### src/rtl/clz_seq_ctrl_if.sv
// Request/response bundle between the CPU execute stage and the CLZ/CLO sequencer.
//   start  : operation request, held by the CPU until done is seen
//   op     : 0 = CLZ, 1 = CLO (sampled with start)
//   data   : 32-bit operand rs (sampled with start)
//   busy   : sequencer is scanning; CPU stalls PC/IR and suppresses write-back
//   done   : one-cycle pulse, result valid for rd write-back
//   result : leading-bit count 0..32, zero-extended
// master = CPU side, slave = sequencer side.
interface clz_seq_ctrl_if;
    logic        start;
    logic        op;
    logic [31:0] data;
    logic        busy;
    logic        done;
    logic [31:0] result;

    modport master (
        output start,
        output op,
        output data,
        input  busy,
        input  done,
        input  result
    );

    modport slave (
        input  start,
        input  op,
        input  data,
        output busy,
        output done,
        output result
    );
endinterface : clz_seq_ctrl_if

### src/rtl/clz_seq_ctrl.sv
// Multi-cycle CLZ/CLO sequencer. Scans the operand one CHUNK_W-bit slice per
// cycle, MSB slice first, and stops at the first nonzero slice. CLO is done by
// inverting the operand at acceptance, so the scan path is shared.
// Ports:
//   clk : rising-edge clock
//   rst : synchronous active-high reset, overrides everything (scan discarded)
//   bus : clz_seq_ctrl_if.slave (start/op/data in, busy/done/result out)
// CHUNK_W must be one of 4, 8, 16, 32.
module clz_seq_ctrl #(
    parameter int unsigned CHUNK_W = 8
) (
    input  logic              clk,
    input  logic              rst,
    clz_seq_ctrl_if.slave     bus
);

    localparam int unsigned NCHUNK = 32 / CHUNK_W;
    localparam int unsigned IDX_W  = (NCHUNK > 1) ? $clog2(NCHUNK) : 1;
    localparam int unsigned CNT_W  = 6;

    typedef enum logic [1:0] {
        S_IDLE = 2'd0,
        S_SCAN = 2'd1,
        S_DONE = 2'd2
    } state_t;

    state_t             r_state;
    state_t             w_state_nxt;
    logic [31:0]        r_opnd;
    logic [31:0]        w_opnd_nxt;
    logic [CNT_W-1:0]   r_cnt;
    logic [CNT_W-1:0]   w_cnt_nxt;
    logic [IDX_W-1:0]   r_idx;
    logic [IDX_W-1:0]   w_idx_nxt;
    logic [CNT_W-1:0]   r_result;
    logic [CNT_W-1:0]   w_result_nxt;
    logic               r_busy;
    logic               r_done;
    logic [CHUNK_W-1:0] w_slice;
    logic [CNT_W-1:0]   w_lz;

    // Leading zeros within one slice; an all-zero slice never reaches here.
    function automatic logic [CNT_W-1:0] lz_slice(input logic [CHUNK_W-1:0] s);
        logic [CNT_W-1:0] n;
        logic             found;
        n     = '0;
        found = 1'b0;
        for (int i = int'(CHUNK_W) - 1; i >= 0; i--) begin
            if (!found) begin
                if (s[i]) begin
                    found = 1'b1;
                end else begin
                    n = n + CNT_W'(1);
                end
            end
        end
        return n;
    endfunction

    // Slice select by current index (constant-offset mux, no variable shift).
    always_comb begin
        w_slice = '0;
        for (int unsigned c = 0; c < NCHUNK; c++) begin
            if (r_idx == IDX_W'(c)) begin
                w_slice = r_opnd[c*CHUNK_W +: CHUNK_W];
            end
        end
    end

    assign w_lz = lz_slice(w_slice);

    // State and datapath registers.
    always_ff @(posedge clk) begin
        if (rst) begin
            r_state  <= S_IDLE;
            r_opnd   <= '0;
            r_cnt    <= '0;
            r_idx    <= '0;
            r_result <= '0;
            r_busy   <= 1'b0;
            r_done   <= 1'b0;
        end else begin
            r_state  <= w_state_nxt;
            r_opnd   <= w_opnd_nxt;
            r_cnt    <= w_cnt_nxt;
            r_idx    <= w_idx_nxt;
            r_result <= w_result_nxt;
            r_busy   <= (w_state_nxt == S_SCAN);
            r_done   <= (w_state_nxt == S_DONE);
        end
    end

    // Next-state and datapath updates.
    always_comb begin
        w_state_nxt  = r_state;
        w_opnd_nxt   = r_opnd;
        w_cnt_nxt    = r_cnt;
        w_idx_nxt    = r_idx;
        w_result_nxt = r_result;

        unique case (r_state)
            S_IDLE, S_DONE: begin
                if (bus.start) begin
                    w_opnd_nxt  = bus.op ? ~bus.data : bus.data;
                    w_cnt_nxt   = '0;
                    w_idx_nxt   = IDX_W'(NCHUNK - 1);
                    w_state_nxt = S_SCAN;
                end else begin
                    w_state_nxt = S_IDLE;
                end
            end
            S_SCAN: begin
                if (w_slice != '0) begin
                    w_result_nxt = r_cnt + w_lz;
                    w_state_nxt  = S_DONE;
                end else if (r_idx == '0) begin
                    // Every slice was zero: full-width count.
                    w_result_nxt = CNT_W'(32);
                    w_state_nxt  = S_DONE;
                end else begin
                    w_cnt_nxt = r_cnt + CNT_W'(CHUNK_W);
                    w_idx_nxt = r_idx - IDX_W'(1);
                end
            end
            default: begin
                w_state_nxt = S_IDLE;
            end
        endcase
    end

    assign bus.busy   = r_busy;
    assign bus.done   = r_done;
    assign bus.result = 32'(r_result);

endmodule : clz_seq_ctrl

### src/flat_wrapper.sv
// flat-port wrapper written by rule: the top's interface ports become plain ports
module clz_seq_ctrl_flat 
#(
    parameter int unsigned CHUNK_W = 8
)
  (clk, rst, bus_start, bus_op, bus_data, bus_busy, bus_done, bus_result);
  clz_seq_ctrl_if bus_i ();
  input  logic clk;
  input  logic rst;
  input wire logic [$bits(bus_i.start)-1:0] bus_start;
  input wire logic [$bits(bus_i.op)-1:0] bus_op;
  input wire logic [$bits(bus_i.data)-1:0] bus_data;
  output wire logic [$bits(bus_i.busy)-1:0] bus_busy;
  output wire logic [$bits(bus_i.done)-1:0] bus_done;
  output wire logic [$bits(bus_i.result)-1:0] bus_result;
  assign bus_i.start = bus_start;
  assign bus_i.op = bus_op;
  assign bus_i.data = bus_data;
  assign bus_busy = bus_i.busy;
  assign bus_done = bus_i.done;
  assign bus_result = bus_i.result;
  clz_seq_ctrl #(.CHUNK_W(CHUNK_W)) u_core (.clk(clk), .rst(rst), .bus(bus_i));
endmodule
### config.mk
export PLATFORM = sky130hd
export DESIGN_NAME = clz_seq_ctrl_flat
export DESIGN_NICKNAME = d
export VERILOG_FILES = /design/src/rtl/clz_seq_ctrl_if.sv /design/src/rtl/clz_seq_ctrl.sv /design/src/flat_wrapper.sv
export SDC_FILE = /design/constraint.sdc
export NUM_CORES = 1
export LEC_CHECK = 0
export CAP_MARGIN = 20
export CORE_ASPECT_RATIO = 0.8
export CORE_UTILIZATION = 50
export CTS_CLUSTER_SIZE = 30
export DETAILED_ROUTE_END_ITERATION = 12
export HOLD_SLACK_MARGIN = 0.1
export PLACE_DENSITY = 0.79
export SETUP_SLACK_MARGIN = 0.15
export SLEW_MARGIN = 20
export SYNTH_ARGS = -nofsm -noshare
export SYNTH_HDL_FRONTEND = slang
export SYNTH_SLANG_ARGS = --single-unit
### constraint.sdc
create_clock -name clk -period 6.14 [get_ports clk]
set_input_delay 1.228 -clock clk [delete_from_list [all_inputs] [get_ports clk]]
set_output_delay 1.228 -clock clk [all_outputs]
set_load 0.05 [all_outputs]
== Yosys cells after proc, flatten, opt, wreduce, memory -nomap -nowiden ==
Cells that the tools add are included.

* Bits in registers: 50
* Bits of input ports: 36
* Output and inout port bits: 34
* Word-level logic and storage cells: 84

* $add $sub $neg: 10
* Equality and inequality tests: 10
* Multiplexer cells: 47
* Bitwise logic cells: 1
* Reductions and logical operators: 9

{| class="wikitable"
|+ Operator list
! cell !! number
|-
| two-way mux 6 bit || 19
|-
| adder 6 x 1 -> 6 bit (second input constant) || 6
|-
| two-way mux 32 bit || 1
|-
| two-way mux 8 bit || 4
|-
| NOT 32 bit || 1
|-
| two-way mux 1 bit || 15
|-
| case mux 6 bit (2 select lines) || 1
|-
| two-way mux 2 bit || 5
|-
| equality test 2 bit (second input constant) || 4
|-
| case mux 2 bit (2 select lines) || 2
|-
| nonzero test 8 bit || 1
|-
| adder 6 x 4 -> 6 bit (second input constant) || 1
|-
| adder 6 bit || 1
|-
| equality test 2 x 1 -> 1 bit (second input constant) || 3
|-
| != test 2 bit (second input constant) || 3
|-
| zero test 2 bit || 2
|-
| AND reduction 2 bit || 2
|-
| AND reduction 4 bit || 1
|-
| nonzero test 2 bit || 2
|-
| adder 1 x 1 -> 2 bit (second input constant) || 1
|-
| OR reduction 2 bit || 1
|-
| subtractor 2 x 1 -> 2 bit (second input constant) || 1
|}

== Longest topological paths before layout ==
* Depth after elaboration: 29
* Mapped depth: 25
* Gate-level depth less buffers: 24

== Worst setup path before layout ==
Ideal clock, no wire load.

* Kind: register to register
* Start: register u_core.r_idx[0]
* End: register u_core.r_result[4]
* Setup time: 117 ps
* Arrival: 5248 ps
* Required time: 6023 ps
* Path slack: 775 ps
* Stages on the path, launching flop included: 24
* Path buffers: 1
* Period minus slack after synthesis: 5365 ps
* Cell sequence: dfxtp_1 inv_1 ha_1 buf_2 nor3b_1 a221oi_1 nor3_2 a221oi_1 ha_1 o21ai_0 a21boi_0 ha_1 mux2_2 ha_1 a21boi_0 o21ai_0 a311oi_1 or3_4 a21oi_1 nand4_1 a21oi_1 ha_1 or4_1 a32o_1

* Longest elaborated chain between the ends: 29
* Elaborated cells on any way between the ends: 48
* Classes of those cells: add/sub: 8; eq/ne: 3; mux: 33; reduce/logical: 4

{| class="wikitable"
|+ RTL lines
! what !! RTL line !! source
|-
| from (decl) || clz_seq_ctrl.sv:33 || <nowiki>logic [IDX_W-1:0] r_idx;</nowiki>
|-
| from (signal assigned) || clz_seq_ctrl.sv:86 || <nowiki>r_idx <= w_idx_nxt;</nowiki>
|-
| zero test 2 bit || clz_seq_ctrl.sv:64, clz_seq_ctrl.sv:116 ||
|-
| two-way mux 8 bit (4 in a row) || clz_seq_ctrl.sv:64 || <nowiki>if (r_idx == IDX_W'(c)) begin</nowiki>
|-
| two-way mux 1 bit || clz_seq_ctrl.sv:50 || <nowiki>if (s[i]) begin</nowiki>
|-
| adder 1 x 1 -> 2 bit || clz_seq_ctrl.sv:53 || <nowiki>n = n + CNT_W'(1);</nowiki>
|-
| two-way mux 6 bit || clz_seq_ctrl.sv:50 ||
|-
| two-way mux 6 bit || clz_seq_ctrl.sv:49 || <nowiki>if (!found) begin</nowiki>
|-
| adder 6 x 1 -> 6 bit || clz_seq_ctrl.sv:53 ||
|-
| two-way mux 6 bit || clz_seq_ctrl.sv:50 ||
|-
| [10 not listed] || n/a ||
|-
| adder 6 x 1 -> 6 bit || clz_seq_ctrl.sv:53 ||
|-
| two-way mux 6 bit || clz_seq_ctrl.sv:50 ||
|-
| two-way mux 6 bit || clz_seq_ctrl.sv:49 ||
|-
| adder 6 x 1 -> 6 bit || clz_seq_ctrl.sv:53 ||
|-
| two-way mux 6 bit || clz_seq_ctrl.sv:50 ||
|-
| two-way mux 6 bit || clz_seq_ctrl.sv:49 ||
|-
| adder 6 bit || clz_seq_ctrl.sv:114 || <nowiki>w_result_nxt = r_cnt + w_lz;</nowiki>
|-
| two-way mux 6 bit || clz_seq_ctrl.sv:113 || <nowiki>if (w_slice != '0) begin</nowiki>
|-
| to (signal assigned) || clz_seq_ctrl.sv:87 || <nowiki>r_result <= w_result_nxt;</nowiki>
|-
| to (decl) || clz_seq_ctrl.sv:35 || <nowiki>logic [CNT_W-1:0] r_result;</nowiki>
|}

Several ways; a longest one is shown, not always the timed one.
A chain may end at the register's enable or synchronous reset.

== Worst setup path in the final report ==
* Start: register u_core.r_idx[1]
* End: register u_core.r_result[4]

The elaborated chain is that of the path after synthesis.

==> flow_summary.json <==
{
  "synth-async-reset-ratio_pct": 0,
  "grt_busiest_layer": "met2",
  "first_iter_violations": 130,
  "synth_edf_count": 0,
  "ys.flop_type": "dfxtp_1",
  "relSlewSlack_pct": 42.8,
  "htreeDepth": 2,
  "final_cell_mix": "dfxtp_1 (47), nor2_1 (42), clkdlybuf4s50_1 (42)",
  "yosysWarnings": 0,
  "wl_per_cell_um": 13.5,
  "antenna_found_initial": 0,
  "synth.ff_latch_count": 47,
  "clkSinkCount": 47,
  "drv_cap": 0,
  "fin_nets": 421,
  "slew_viol_final": 0,
  "power.internal_w": 0.000568,
  "cp_max_fo": 16,
  "wirelength_um": 6090,
  "dr_total_vias": 2393,
  "fin_crit_sh_pct": 91.4,
  "final-hold-violation-count": 0,
  "grt_pass1_vias": 2237,
  "route.detailed.drc": 0,
  "area_growth_syn_to_layout_pct": 17.5,
  "cts_tree": "done",
  "skew_ps": 5.73,
  "worstSkewPairLatency_ps": 310,
  "io_pins": 70,
  "p_leak_nw": 1.29,
  "initial_utilization_pct": 53.0,
  "outcome": "complete, no violations",
  "switching_share_pct": 37.8,
  "worst-setup-path-type": "reg -> reg",
  "postRouteAntennaNets": 0,
  "die_w_um": 88.0,
  "clk_pin_slew_ps": 90,
  "post_cts_buffers": 0,
  "ys_types": 54,
  "power_frac_comb_pct": 40.9,
  "hold_class": "reg -> reg",
  "seqPwrFrac_pct": 38.4,
  "grt_pass1_wl_um": 10200,
  "die_h_um": 70.8,
  "grt_overflow": 0,
  "use_met1_pct": 28.2,
  "worst_pin_slew_ps": 858,
  "fillers": 521,
  "dp.final_hpwl_um": 4440,
  "max_freq_ghz": 0.178,
  "drt-pass1-iter-count": 5,
  "final_common_cell": "dfxtp_1",
  "use_met3_pct": 4.55,
  "power_density_mw_per_mm2": 263,
  "yosysSeqAreaShare_pct": 31.8,
  "ir_drop_v": 0.000125,
  "rsz0062_at_grt": "no",
  "power_frac_clock_pct": 20.7,
  "portBuffers": 43,
  "root_buffer": "clkbuf_8",
  "final_util_pct": 62.2,
  "setup_viol": 0,
  "placed_area_mm2": 0.00332,
  "coreArea_mm2": 0.00559,
  "endpoint_kind": "flip-flop",
  "drive_gt1_share_pct": 9.09,
  "insertedDiodeCount": 0,
  "min_period_ps": 5610,
  "fin_area_mm2": 0.00348,
  "die-area_mm2": 0.00623,
  "gp_congestion": 0.927,
  "grt_max_degree": 71,
  "holdWs_ps": 475,
  "cts_buffers": 5,
  "num_rows": 24,
  "critPathArrivalTime_ps": 5820,
  "grtUsageMet2_pct": 32.1,
  "crit_required_ps": 6340,
  "setup_tns_ps": 0,
  "syn_area_mm2": 0.00296,
  "netlist_instances": 342,
  "clock_path_buffers": 2,
  "setup_ws_ps": 528,
  "critPathLaunchType": "flip-flop",
  "grt_usage_pct": 20.7,
  "viasPerCell": 5.29,
  "p_switching_w": 0.000345,
  "dp_slack_ps": 155,
  "syn_avg_cell_area_um2": 8.65
}
## sequential cells by signal (all words and copies together), names as in the netlist
signal           count
u_core.r_opnd       32
u_core.r_result      6
u_core.r_cnt         3
u_core.r_idx         2
u_core.r_state       2
u_core.bus.busy      1
u_core.bus.done      1
## cell families (layout without fill, tap and decap cells)
family,Yosys count,count (layout),share of synthesized area (%)
XOR/XNOR,37,37,11.0
other,1,27,0.127
flip-flops,47,47,31.8
adder cells (fa/ha/maj),12,12,5.07
AND/OR/NAND/NOR,98,98,17.6
buffers and inverters,57,63,11.1
AO/OA/AOI/OAI,85,85,21.4
multiplexers,5,5,1.86
## cell type report
cell class	count	area (um^2)	share of cell area, %
clock buffer	6	72.6	2.09
clock inverter	2	17.5	0.504
inverter	8	30.0	0.864
multi-input combinational	264	1860	53.6
sequential	47	941	27.1
tap	78	97.6	2.81
timing repair buffer	47	455	13.1
## final timing paths
check,startpoint,end,slack (ps),cells after the start
worst max-delay path,u_core.r_idx[1],u_core.r_result[4],530,22
worst min-delay path,u_core.r_result[5],u_core.r_result[5],480,2
worst max register to register,u_core.r_idx[1],u_core.r_result[4],530,22
worst min register to register,u_core.r_result[5],u_core.r_result[5],480,2
## Yosys cell counts (all sizes together) (3+ instances only)
cell | number | area, um^2
inv | 8 | 30.0
nor2b | 8 | 50.1
nor3b | 6 | 45.0
a221oi | 7 | 67.6
clkbuf | 15 | 56.3
nand4 | 4 | 31.3
xnor2 | 34 | 298
xor2 | 3 | 26.3
nand3b | 4 | 30.0
dfxtp | 47 | 941
o21ai | 13 | 65.1
nand2 | 14 | 52.6
a211oi | 39 | 293
nor2 | 42 | 158
a21oi | 5 | 25.0
mux2 | 4 | 45.0
buf | 34 | 243
nor3 | 6 | 46.3
ha | 12 | 150
nand3 | 3 | 15.0
## critical path, stage by stage, from the launching register on
cell and delay [ps]:
dfxtp_1 420, inv_1 100, ha_2 270, nand3b_1 240
a221oi_4 370, nor3_4 120, a221oi_1 370, ha_1 300
o21ai_0 80, a21boi_1 120, ha_1 320, mux2_2 270
ha_1 220, a21boi_0 120, o21ai_0 140, a311oi_1 90
or3_4 370, a21oi_2 230, nand4_1 130, a21oi_1 210
ha_1 280, or4_1 500, a32o_1 250
## through the flow
stage | power, W | instances
finish | 0.000913 | 452
floorplan | 0.000644 | 368
CTS | 0.000902 | 452
detailed placement | 0.000714 | 444
global placement | 0.000706 | 444
global route | 0.000971 | 452
## per-layer routing
metal	vias to the layer above	part of all wire, %
li1	1225	-
met1	1095	48
met2	61	46
met3	12	4.3
met4	0	1.8
met5	-	0
## power by group through the flow
stage | Sequential (W) | Clock (W) | Combinational, W
4_1_cts | 0.000350 | 0.000194 | 0.000358
3_3_place_gp | 0.000355 | 0 | 0.000350
3_5_place_dp | 0.000357 | 0 | 0.000357
5_1_grt | 0.000354 | 0.000204 | 0.000413
2_1_floorplan | 0.000367 | 0 | 0.000276
6_report | 0.000350 | 0.000189 | 0.000373
## what timing repair did
action	4_1_cts	5_1_grt
pin swaps	0	1
setup endpoints to repair	1	2
resized for setup	1	13
hold buffers	0	0
Note: power is estimated with default switching activity, not from simulation.
